===== src/rtl/mem_arbiter_if.sv =====
// mem_arbiter_if: fetch/data requester handshakes and Memory pins around mem_arbiter
interface mem_arbiter_if #(
    parameter int WORDS      = 10,
    parameter int DATA_WIDTH = 32
);
    logic                    if_req_i;
    logic [31:0]             if_addr_i;
    logic                    if_gnt_o;
    logic                    if_rvalid_o;
    logic [DATA_WIDTH-1:0]   if_rdata_o;
    logic                    d_req_i;
    logic                    d_we_i;
    logic [DATA_WIDTH/8-1:0] d_be_i;
    logic [31:0]             d_addr_i;
    logic [DATA_WIDTH-1:0]   d_wdata_i;
    logic                    d_gnt_o;
    logic                    d_rvalid_o;
    logic [DATA_WIDTH-1:0]   d_rdata_o;
    logic                    d_wack_o;
    logic [WORDS-1:0]        mem_addr_o;
    logic [DATA_WIDTH-1:0]   mem_data_o;
    logic                    mem_wr_no;
    logic [DATA_WIDTH-1:0]   mem_data_i;

    modport slave (
        input  if_req_i, if_addr_i, d_req_i, d_we_i, d_be_i, d_addr_i, d_wdata_i, mem_data_i,
        output if_gnt_o, if_rvalid_o, if_rdata_o, d_gnt_o, d_rvalid_o, d_rdata_o, d_wack_o,
               mem_addr_o, mem_data_o, mem_wr_no
    );

    modport master (
        output if_req_i, if_addr_i, d_req_i, d_we_i, d_be_i, d_addr_i, d_wdata_i, mem_data_i,
        input  if_gnt_o, if_rvalid_o, if_rdata_o, d_gnt_o, d_rvalid_o, d_rdata_o, d_wack_o,
               mem_addr_o, mem_data_o, mem_wr_no
    );
endinterface


===== src/rtl/mem_arbiter.sv =====
// mem_arbiter: round-robin fetch/data arbiter sequencing reads, full writes and RMW partial writes into a 1-cycle-latency BRAM
module mem_arbiter #(
    parameter int WORDS      = 10,
    parameter int DATA_WIDTH = 32
) (
    input logic         clk_i,
    input logic         reset_ni,
    mem_arbiter_if.slave bus
);
    localparam int BE = DATA_WIDTH / 8;

    typedef enum logic [1:0] {IDLE, RD, RSP, WR} state_t;

    state_t                state, state_nx;
    logic                  src_d, we_q, last_d, wr_n;
    logic                  gnt_if, gnt_d, full;
    logic [BE-1:0]         be_q;
    logic [WORDS-1:0]      addr_q;
    logic [DATA_WIDTH-1:0] wdata_q, mem_data_q, merged, if_hold, d_hold;
    logic                  unused_addr_bits;

    assign unused_addr_bits = ^{bus.if_addr_i[31:WORDS+2], bus.if_addr_i[1:0],
                                bus.d_addr_i[31:WORDS+2], bus.d_addr_i[1:0]};

    always_comb begin
        gnt_if = reset_ni && state == IDLE && bus.if_req_i && (!bus.d_req_i || last_d);
        gnt_d = reset_ni && state == IDLE && bus.d_req_i && (!bus.if_req_i || !last_d);
        full = &bus.d_be_i;
        merged = bus.mem_data_i;
        for (int i = 0; i < BE; i++)
            merged[8*i +: 8] = be_q[i] ? wdata_q[8*i +: 8] : bus.mem_data_i[8*i +: 8];
        state_nx = state == IDLE ? (gnt_d && bus.d_we_i && full ? WR : (gnt_if || gnt_d) ? RD : IDLE) :
                   state == RD   ? RSP :
                   state == RSP && we_q ? WR : IDLE;
    end

    always_ff @(posedge clk_i or negedge reset_ni) begin
        if (!reset_ni) begin
            state      <= IDLE;
            src_d      <= 1'b0;
            we_q       <= 1'b0;
            last_d     <= 1'b1;
            wr_n       <= 1'b1;
            be_q       <= '0;
            addr_q     <= '0;
            wdata_q    <= '0;
            mem_data_q <= '0;
            if_hold    <= '0;
            d_hold     <= '0;
        end else begin
            state <= state_nx;
            if (gnt_if || gnt_d) begin
                src_d   <= gnt_d;
                we_q    <= gnt_d && bus.d_we_i;
                be_q    <= bus.d_be_i;
                wdata_q <= bus.d_wdata_i;
                addr_q  <= gnt_d ? bus.d_addr_i[WORDS+1:2] : bus.if_addr_i[WORDS+1:2];
                last_d  <= gnt_d;
            end
            if (gnt_d && bus.d_we_i && full)
                mem_data_q <= bus.d_wdata_i;
            if (state == RSP && we_q)
                mem_data_q <= merged;
            if (state == RSP && !we_q && src_d)
                d_hold <= bus.mem_data_i;
            if (state == RSP && !we_q && !src_d)
                if_hold <= bus.mem_data_i;
            // registered strobe: only a full write or a nonzero-be RMW reaches WR with a write
            wr_n <= !(state_nx == WR && (state == IDLE || |be_q));
        end
    end

    assign bus.if_gnt_o    = gnt_if;
    assign bus.d_gnt_o     = gnt_d;
    assign bus.if_rvalid_o = state == RSP && !we_q && !src_d;
    assign bus.d_rvalid_o  = state == RSP && !we_q && src_d;
    assign bus.if_rdata_o  = bus.if_rvalid_o ? bus.mem_data_i : if_hold;
    assign bus.d_rdata_o   = bus.d_rvalid_o ? bus.mem_data_i : d_hold;
    assign bus.d_wack_o    = state == WR;
    assign bus.mem_addr_o  = addr_q;
    assign bus.mem_data_o  = mem_data_q;
    assign bus.mem_wr_no   = wr_n;
endmodule


===== src/flat_wrapper.sv =====
// flat-port wrapper written by rule: the top's interface ports become plain ports
module mem_arbiter_flat 
#(
    parameter int WORDS      = 10,
    parameter int DATA_WIDTH = 32
)
  (clk_i, reset_ni, bus_if_req_i, bus_if_addr_i, bus_d_req_i, bus_d_we_i, bus_d_be_i, bus_d_addr_i, bus_d_wdata_i, bus_mem_data_i, bus_if_gnt_o, bus_if_rvalid_o, bus_if_rdata_o, bus_d_gnt_o, bus_d_rvalid_o, bus_d_rdata_o, bus_d_wack_o, bus_mem_addr_o, bus_mem_data_o, bus_mem_wr_no);
  mem_arbiter_if #(.WORDS(WORDS), .DATA_WIDTH(DATA_WIDTH)) bus_i ();
  input logic clk_i;
  input logic reset_ni;
  input wire logic [$bits(bus_i.if_req_i)-1:0] bus_if_req_i;
  input wire logic [$bits(bus_i.if_addr_i)-1:0] bus_if_addr_i;
  input wire logic [$bits(bus_i.d_req_i)-1:0] bus_d_req_i;
  input wire logic [$bits(bus_i.d_we_i)-1:0] bus_d_we_i;
  input wire logic [$bits(bus_i.d_be_i)-1:0] bus_d_be_i;
  input wire logic [$bits(bus_i.d_addr_i)-1:0] bus_d_addr_i;
  input wire logic [$bits(bus_i.d_wdata_i)-1:0] bus_d_wdata_i;
  input wire logic [$bits(bus_i.mem_data_i)-1:0] bus_mem_data_i;
  output wire logic [$bits(bus_i.if_gnt_o)-1:0] bus_if_gnt_o;
  output wire logic [$bits(bus_i.if_rvalid_o)-1:0] bus_if_rvalid_o;
  output wire logic [$bits(bus_i.if_rdata_o)-1:0] bus_if_rdata_o;
  output wire logic [$bits(bus_i.d_gnt_o)-1:0] bus_d_gnt_o;
  output wire logic [$bits(bus_i.d_rvalid_o)-1:0] bus_d_rvalid_o;
  output wire logic [$bits(bus_i.d_rdata_o)-1:0] bus_d_rdata_o;
  output wire logic [$bits(bus_i.d_wack_o)-1:0] bus_d_wack_o;
  output wire logic [$bits(bus_i.mem_addr_o)-1:0] bus_mem_addr_o;
  output wire logic [$bits(bus_i.mem_data_o)-1:0] bus_mem_data_o;
  output wire logic [$bits(bus_i.mem_wr_no)-1:0] bus_mem_wr_no;
  assign bus_i.if_req_i = bus_if_req_i;
  assign bus_i.if_addr_i = bus_if_addr_i;
  assign bus_i.d_req_i = bus_d_req_i;
  assign bus_i.d_we_i = bus_d_we_i;
  assign bus_i.d_be_i = bus_d_be_i;
  assign bus_i.d_addr_i = bus_d_addr_i;
  assign bus_i.d_wdata_i = bus_d_wdata_i;
  assign bus_i.mem_data_i = bus_mem_data_i;
  assign bus_if_gnt_o = bus_i.if_gnt_o;
  assign bus_if_rvalid_o = bus_i.if_rvalid_o;
  assign bus_if_rdata_o = bus_i.if_rdata_o;
  assign bus_d_gnt_o = bus_i.d_gnt_o;
  assign bus_d_rvalid_o = bus_i.d_rvalid_o;
  assign bus_d_rdata_o = bus_i.d_rdata_o;
  assign bus_d_wack_o = bus_i.d_wack_o;
  assign bus_mem_addr_o = bus_i.mem_addr_o;
  assign bus_mem_data_o = bus_i.mem_data_o;
  assign bus_mem_wr_no = bus_i.mem_wr_no;
  mem_arbiter #(.WORDS(WORDS), .DATA_WIDTH(DATA_WIDTH)) u_core (.clk_i(clk_i), .reset_ni(reset_ni), .bus(bus_i));
endmodule

===== config.mk =====
export PLATFORM = sky130hd
export DESIGN_NAME = mem_arbiter_flat
export DESIGN_NICKNAME = d
export VERILOG_FILES = /design/src/rtl/mem_arbiter_if.sv /design/src/rtl/mem_arbiter.sv /design/src/flat_wrapper.sv
export SDC_FILE = /design/constraint.sdc
export NUM_CORES = 1
export LEC_CHECK = 0
export ABC_AREA = 0
export BUFFER_PORTS_ARGS = -buffer_cell sky130_fd_sc_hd__buf_2
export CAP_MARGIN = 20
export CORE_UTILIZATION = 44
export CTS_BUF_LIST = sky130_fd_sc_hd__clkbuf_8 sky130_fd_sc_hd__clkbuf_16
export CTS_CLUSTER_SIZE = 25
export DETAILED_ROUTE_END_ITERATION = 10
export PLACE_DENSITY = 0.79
export SLEW_MARGIN = 25
export SYNTH_ARGS = -nofsm -noshare
export SYNTH_HDL_FRONTEND = slang
export SYNTH_SLANG_ARGS = --single-unit

===== constraint.sdc =====
create_clock -name clk_i -period 1.6 [get_ports clk_i]
set_input_delay 0.16 -clock clk_i [delete_from_list [all_inputs] [get_ports clk_i]]
set_output_delay 0.16 -clock clk_i [all_outputs]
set_load 0.005 [all_outputs]

==> results of run 1 <==
[worst register-to-register path, delay by kind of cell, from the launching register on]
| kind | cells | cell delay, ns |
|---|---|---|
| buf+inv | 5 | 0.69 |
| compound gates | 3 | 0.40 |
| flops | 1 | 0.44 |
| simple gates | 1 | 0.25 |
[registers in the layout (all words and copies together), names as in the netlist]
signal,count
u_core.bus.mem_data_o,32
u_core.d_hold,32
u_core.if_hold,32
u_core.wdata_q,32
u_core.bus.mem_addr_o,10
u_core.be_q,4
u_core.state,2
u_core.bus.mem_wr_no,1
u_core.last_d,1
u_core.src_d,1
u_core.we_q,1
[area by class of cell]
type                       count  area (um^2)  area share
clock buffer                  22          494      0.0491
clock inverter                 9          126      0.0126
inverter                       3         13.8     0.00137
multi-input combinational    253         2870       0.286
sequential                   148         3710       0.369
tap                          184          230      0.0229
timing repair buffer         307         2610       0.260
[Yosys cell counts]
master | number | area [um^2]
a22o_1 | 1 | 8.76
a2bb2oi_1 | 2 | 17.5
a2bb2oi_2 | 30 | 450
dfrtp_1 | 146 | 3650
nand3_4 | 1 | 17.5
mux2i_1 | 10 | 100
inv_1 | 3 | 11.3
buf_1 | 4 | 15.0
o21ai_4 | 2 | 32.5
o21ai_2 | 1 | 8.76
and2_1 | 1 | 6.26
nand3b_2 | 1 | 11.3
nor3b_4 | 1 | 18.8
nor2_1 | 1 | 3.75
o22ai_1 | 32 | 200
nor4b_4 | 1 | 23.8
mux2_2 | 131 | 1480
mux2_1 | 1 | 11.3
nand3_2 | 1 | 10.0
dfstp_2 | 2 | 52.6
and2_2 | 1 | 7.51
clkbuf_1 | 6 | 22.5
and4bb_2 | 1 | 12.5
nand3_1 | 2 | 10.0
buf_4 | 7 | 52.6
o41ai_1 | 1 | 8.76
o21ai_1 | 3 | 15.0
o21ai_0 | 8 | 40.0
nand2_1 | 17 | 63.8
nand2b_1 | 1 | 6.26
buf_2 | 4 | 20.0
buf_6 | 10 | 113
and3_1 | 1 | 6.26
[how the worst max path moves through the flow]
stage / start / endpoint / slack (ns) / cells past startpoint
5_1_grt: u_core.we_q$_DFFE_PN0P_ / bus_if_rdata_o[16] / -0.60 / 5
3_5_place_dp: u_core.we_q$_DFFE_PN0P_ / bus_if_rdata_o[7] / -0.16 / 4
6_report: u_core.we_q$_DFFE_PN0P_ / bus_if_rdata_o[16] / -0.54 / 5
3_3_place_gp: u_core.we_q$_DFFE_PN0P_ / bus_if_rdata_o[0] / -0.10 / 4
2_1_floorplan: u_core.state[0]$_DFF_PN0_ / bus_d_rdata_o[22] / 0.03 / 4
4_1_cts: u_core.src_d$_DFFE_PN0P_ / bus_if_rdata_o[25] / -0.54 / 5
[power by group]
| group | switching [W] | internal, W |
|---|---|---|
| logic | 0.00406 | 0.00675 |
| clock network | 0.00150 | 0.00264 |
| registers | 0.00122 | 0.00569 |
[metrics by stage]
stage / total power (W) / cell area, um^2
2_1_floorplan: 0.0114 / 6510
3_3_place_gp: 0.0140 / 7860
3_5_place_dp: 0.0146 / 7860
4_1_cts: 0.0208 / 9690
5_1_grt: 0.0230 / 10100
6_report: 0.0219 / 10100
[cells by family after synthesis]
| kind of cell | after synthesis |
|---|---|
| AND/OR/NAND/NOR | 30 |
| flip-flops | 148 |
| multiplexers | 142 |
| AO/OA/AOI/OAI | 80 |
| buffers and inverters | 34 |
[metal layers]
| layer | vias to the layer above | part of all wire | global-route usage |
|---|---|---|---|
| met5 | - | 0 | 0 |
| met1 | 2565 | 0.40 | 0.288 |
| met2 | 184 | 0.53 | 0.438 |
| met4 | 0 | 0.020 | 0.100 |
| met3 | 30 | 0.049 | 0.0504 |
| li1 | 2204 | - | - |
[timing repair]
| action | 4_1_cts | 5_1_grt |
|---|---|---|
| gates resized for setup | 103 | 69 |
| setup endpoints to repair | 155 | 153 |
| hold buffers | 38 | 2 |
| gates cloned | 11 | 5 |
| endpoints found under the hold margin | 101 | 83 |
| pin swaps | 5 | 5 |
| setup buffers | 16 | 16 |
==> metrics.txt, run 1 <==
mux cell area share after synthesis=0.244; initial antenna violation count=0; final non-filler cell total=926; max_cap viols=0; Static Leak=4.74 nW; status=finished with violations; RePlAce Congestion=0.738; Power Density=2170 nW/um^2; Remaining Overflow, GRT=0; r2r endpoint=u_core.bus.mem_data_o[5]$_DFFE_PN0P_; simple logic cell fraction of the synthesized area=0.0304; post-synthesis sequential area ratio=0.570; Worst VDD drop=1160 uV; Critical Path Max Stage Delay=0.44 ns; Fmax achieved=467 MHz; Top delay family on crit path=buffers and inverters; YS warnings=0; Initial Utilization=0.449; # nets final=867; ratio of final minimum period to clock period=1.34; Inserted Diodes=0; highest net fanout along the worst path=8; Final Util=0.695; Die H=124 um; vias per cell=5.38; WL per Instance=20.9 um; Hold EP=u_core.wdata_q[19]$_DFFE_PN0P_; Area growth, synth to finish=54.6%; Relative slew margins=0.426; largest family of logic cells by synthesized area=multiplexers; full die area=15,300 um^2; final hold viol count=0; Worst Tran Pin Value=0.860 ns; CTS Buf Count=17; xor/xnor share of the synthesized area=0; most used cell, CP=buf_6; final wirelength=19.3 mm; DP HPWL=10.9 mm; Worst EP required=1.44 ns; RSZ-0062 raised after global routing=yes; failing checks=setup timing; syn_area_per_cell=15.0 um^2; flops & latches, synth=148; Mapped Area=6510 um^2; via count=4,983; Bufs on Longest Clock Path=2; synthesized net count=571; Hold WC Path Type=input port to flop; Root Driver=clkbuf_16; slowest CP cell=dfrtp_2; First-pass DRT Iterations=6; die width=124 um; Setup Crit Path Kind=flop to output port; hold_ws=0.0143 ns; Port Buffer Count=204; first-pass GRT wire length=27.9 mm; Ports=249; FF-to-FF setup slack=-0.29 ns; min cycle time layout=2.14 ns; Arr. time, crit path=1.98 ns; H-tree lvl count=4; site row count=44; Slew Limit Fails=0; Setup crit end kind=output port; largest net degree at the start of global routing=83; Min-Delay Path Depth=2; share of cells above drive strength 1=0.656; CTS Sinks=148; total placed cells including tap cells=816; Mapped Cells=434; Synth Area in Adders=0; CTS tree=done; Synth cell types=33; compound-gate portion of the synthesized area=0.120; worst setup margin=-0.542 ns; Post-DRT Antenna Nets=0; R2R cell count=9; initial DRC count=235; worst path bufs/invs=3; most frequent cells in the layout=buf_2, dfrtp_1, mux2_2; commonest non-fill, non-tap cell in the layout=buf_2; crit-path cells=nor4b_4, buf_6, buf_12, mux2_4, buf_6; clk_lat worst skew=0.41 ns; GRT Total Usage=0.246; RR Startpoint=u_core.state[0]$_DFF_PN0_; fillers=966; vias in the first global route=5,275; setup TNS=-50.08 ns; clk_skew=0.00900 ns; pre-CTS setup slack=-0.164 ns; core area=14,500 um^2; DRC=0; Setup violations, final=155; hold_sp=bus_d_wdata_i[19]; Reg clk slew, reported paths=0.06 ns; crit start category=flop
No activity file was read; power rests on OpenSTA's default activity.
==> run 2, diff against run 1 <==
Settings changed: CAP_MARGIN 20 to not set, CORE_UTILIZATION 44 to 41, PLACE_DENSITY 0.79 to 0.74.
==> run 2 against run 1 <==
The flow still finishes with violations (setup timing). Power up 4.7%. Critical path type unchanged. Sequential share of layout area is 2.0 points lower. Maximum frequency shrank 1.8%. Highest routed layer unchanged. Clock power about the same. Clock skew is 0.0022 ns lower. Worst setup slack worse by 0.040 ns. Flip-flop and latch count is the same.
==> metrics.txt, run 2 (synthesis gave the netlist of run 1 again) <==
pre-CTS setup slack=-0.214 ns; via count=5,103; Area growth, synth to finish=63.5%; clk_lat worst skew=0.42 ns; slowest CP cell=dfrtp_2; Die H=128 um; Worst VDD drop=985 uV; Final Cell Area=10,600 um^2; Arr. time, crit path=2.02 ns; final hold viol count=0; largest net degree at the start of global routing=149; Critical Path Max Stage Delay=0.44 ns; met3 usage=0.0605; GRT Total Usage=0.256; DRC=0; Slew Limit Fails=0; # nets final=883; Worst Tran Pin Value=0.783 ns; Setup Crit Path Kind=flop to output port; status=finished with violations; Inserted Diodes=0; Ports=249; RePlAce Congestion=0.718; Root Driver=clkbuf_16; Remaining Overflow, GRT=0; First-pass DRT Iterations=4; min cycle time layout=2.18 ns; first-pass GRT wire length=31.1 mm; Setup crit end kind=output port; die width=128 um; Post-DRT Antenna Nets=0; initial antenna violation count=0; Static Leak=4.91 nW; Initial Utilization=0.423; vias in the first global route=5,655; full die area=16,400 um^2; CTS Sinks=148; failing checks=setup timing; highest net fanout along the worst path=9; ratio of final minimum period to clock period=1.36; worst setup margin=-0.582 ns; Bufs on Longest Clock Path=2; max_cap viols=0; DP HPWL=10.6 mm; vias per cell=5.27; core area=15,400 um^2; crit start category=flop; clk_skew=0.00683 ns; met2 GRT Util=0.441; Port Buffer Count=204; Reg clk slew, reported paths=0.06 ns; Worst EP required=1.44 ns; Placed Area=7920 um^2; final wirelength=20.9 mm; WL per Instance=21.6 um; Power Density=2150 nW/um^2; H-tree lvl count=4; Hold WC Path Type=input port to flop; CTS tree=done; GR peak layer=met2; site row count=45; crit-path cells=nor4b_4, buf_4, buf_12, mux2_2, buf_2; RSZ-0062 raised after global routing=yes; initial DRC count=213; share of cells above drive strength 1=0.681; most frequent cells in the layout=buf_2, dfrtp_1, mux2_2; Fmax achieved=458 MHz; GRT met1 Usage=0.312; commonest non-fill, non-tap cell in the layout=buf_2; Setup violations, final=151; CTS Buf Count=17; Relative slew margins=0.478
[run 2: changes by cell type in the layout (fill, tap and decap cells not counted), sizes merged]
cell / delta
buf: +10
dlygate4sd3: +7
bufbuf: +1
clkbuf: -1
o21ai: -1
[run 2: per-stage QoR]
stage / hold slack (ns) / std cells / total power, W / TNS, ns / util
2_1_floorplan: -0.136 / 434 / 0.0114 / 0 / -
3_3_place_gp: 0.365 / 841 / 0.0141 / -5.38 / 0.515
3_5_place_dp: 0.371 / 841 / 0.0146 / -13.34 / 0.515
4_1_cts: 0.000901 / 962 / 0.0223 / -52.29 / 0.681
5_1_grt: 0.00943 / 969 / 0.0239 / -60.56 / 0.692
6_report: 0.0168 / 969 / 0.0229 / -53.75 / 0.692
[run 2: final timing paths]
check	endpoint	depth (start not counted)	startpoint	slack, ns
min	u_core.if_hold[30]$_DFF_PN0_	2	bus_mem_data_i[30]	0.02
max reg2reg	u_core.wdata_q[3]$_DFFE_PN0P_	9	u_core.state[0]$_DFF_PN0_	-0.34
min reg2reg	u_core.if_hold[16]$_DFF_PN0_	1	u_core.if_hold[16]$_DFF_PN0_	0.49
max in group asynchronous	u_core.we_q$_DFFE_PN0P_	3	reset_ni	0.47
max	bus_if_rdata_o[8]	5	u_core.state[0]$_DFF_PN0_	-0.58
min in group asynchronous	u_core.bus.mem_data_o[10]$_DFFE_PN0P_	3	reset_ni	0.53
[run 2: area by class of cell]
class                   instances  area, um^2
fillers                      1015        4730
clock buffers                  22         494
well taps                     211         264
flip-flops and latches        148        3710
clock inverters                 9         126
repair buffers                324        3040
multi-input cells             252        2990
inverters                       3        16.3
[run 2: repair_timing]
item / 4_1_cts / 5_1_grt
setup buffers: 29 / 5
gates cloned: 17 / 3
setup endpoints to repair: 173 / 183
gates resized for setup: 167 / 25
endpoints found under the hold margin: 185 / 0
hold buffers: 47 / 0
pin swaps: 9 / 3
[run 2: per-layer routing]
layer / vias to the layer above / routed length, um / part of all wire
met3: 40 / 1180 / 0.057
met5: - / 0 / 0
met1: 2622 / 8650 / 0.41
li1: 2246 / - / -
met2: 195 / 10600 / 0.51
met4: 0 / 464 / 0.022
[run 2: critical path: cells and delay by family (launching register included)]
kind / cells / cell delay [ns]
DFF: 1 / 0.44
and+or+nand+nor: 1 / 0.31
buffers and inverters: 3 / 0.48
muxes: 1 / 0.36
[run 2: where the power goes]
part	total [W]	internal [W]	switching, W	leakage, nW
clock network	0.00417	0.00264	0.00153	0.301
logic	0.0118	0.00733	0.00449	2.86
registers	0.00689	0.00569	0.00119	1.75
total	0.0229	0.0157	0.00721	4.91
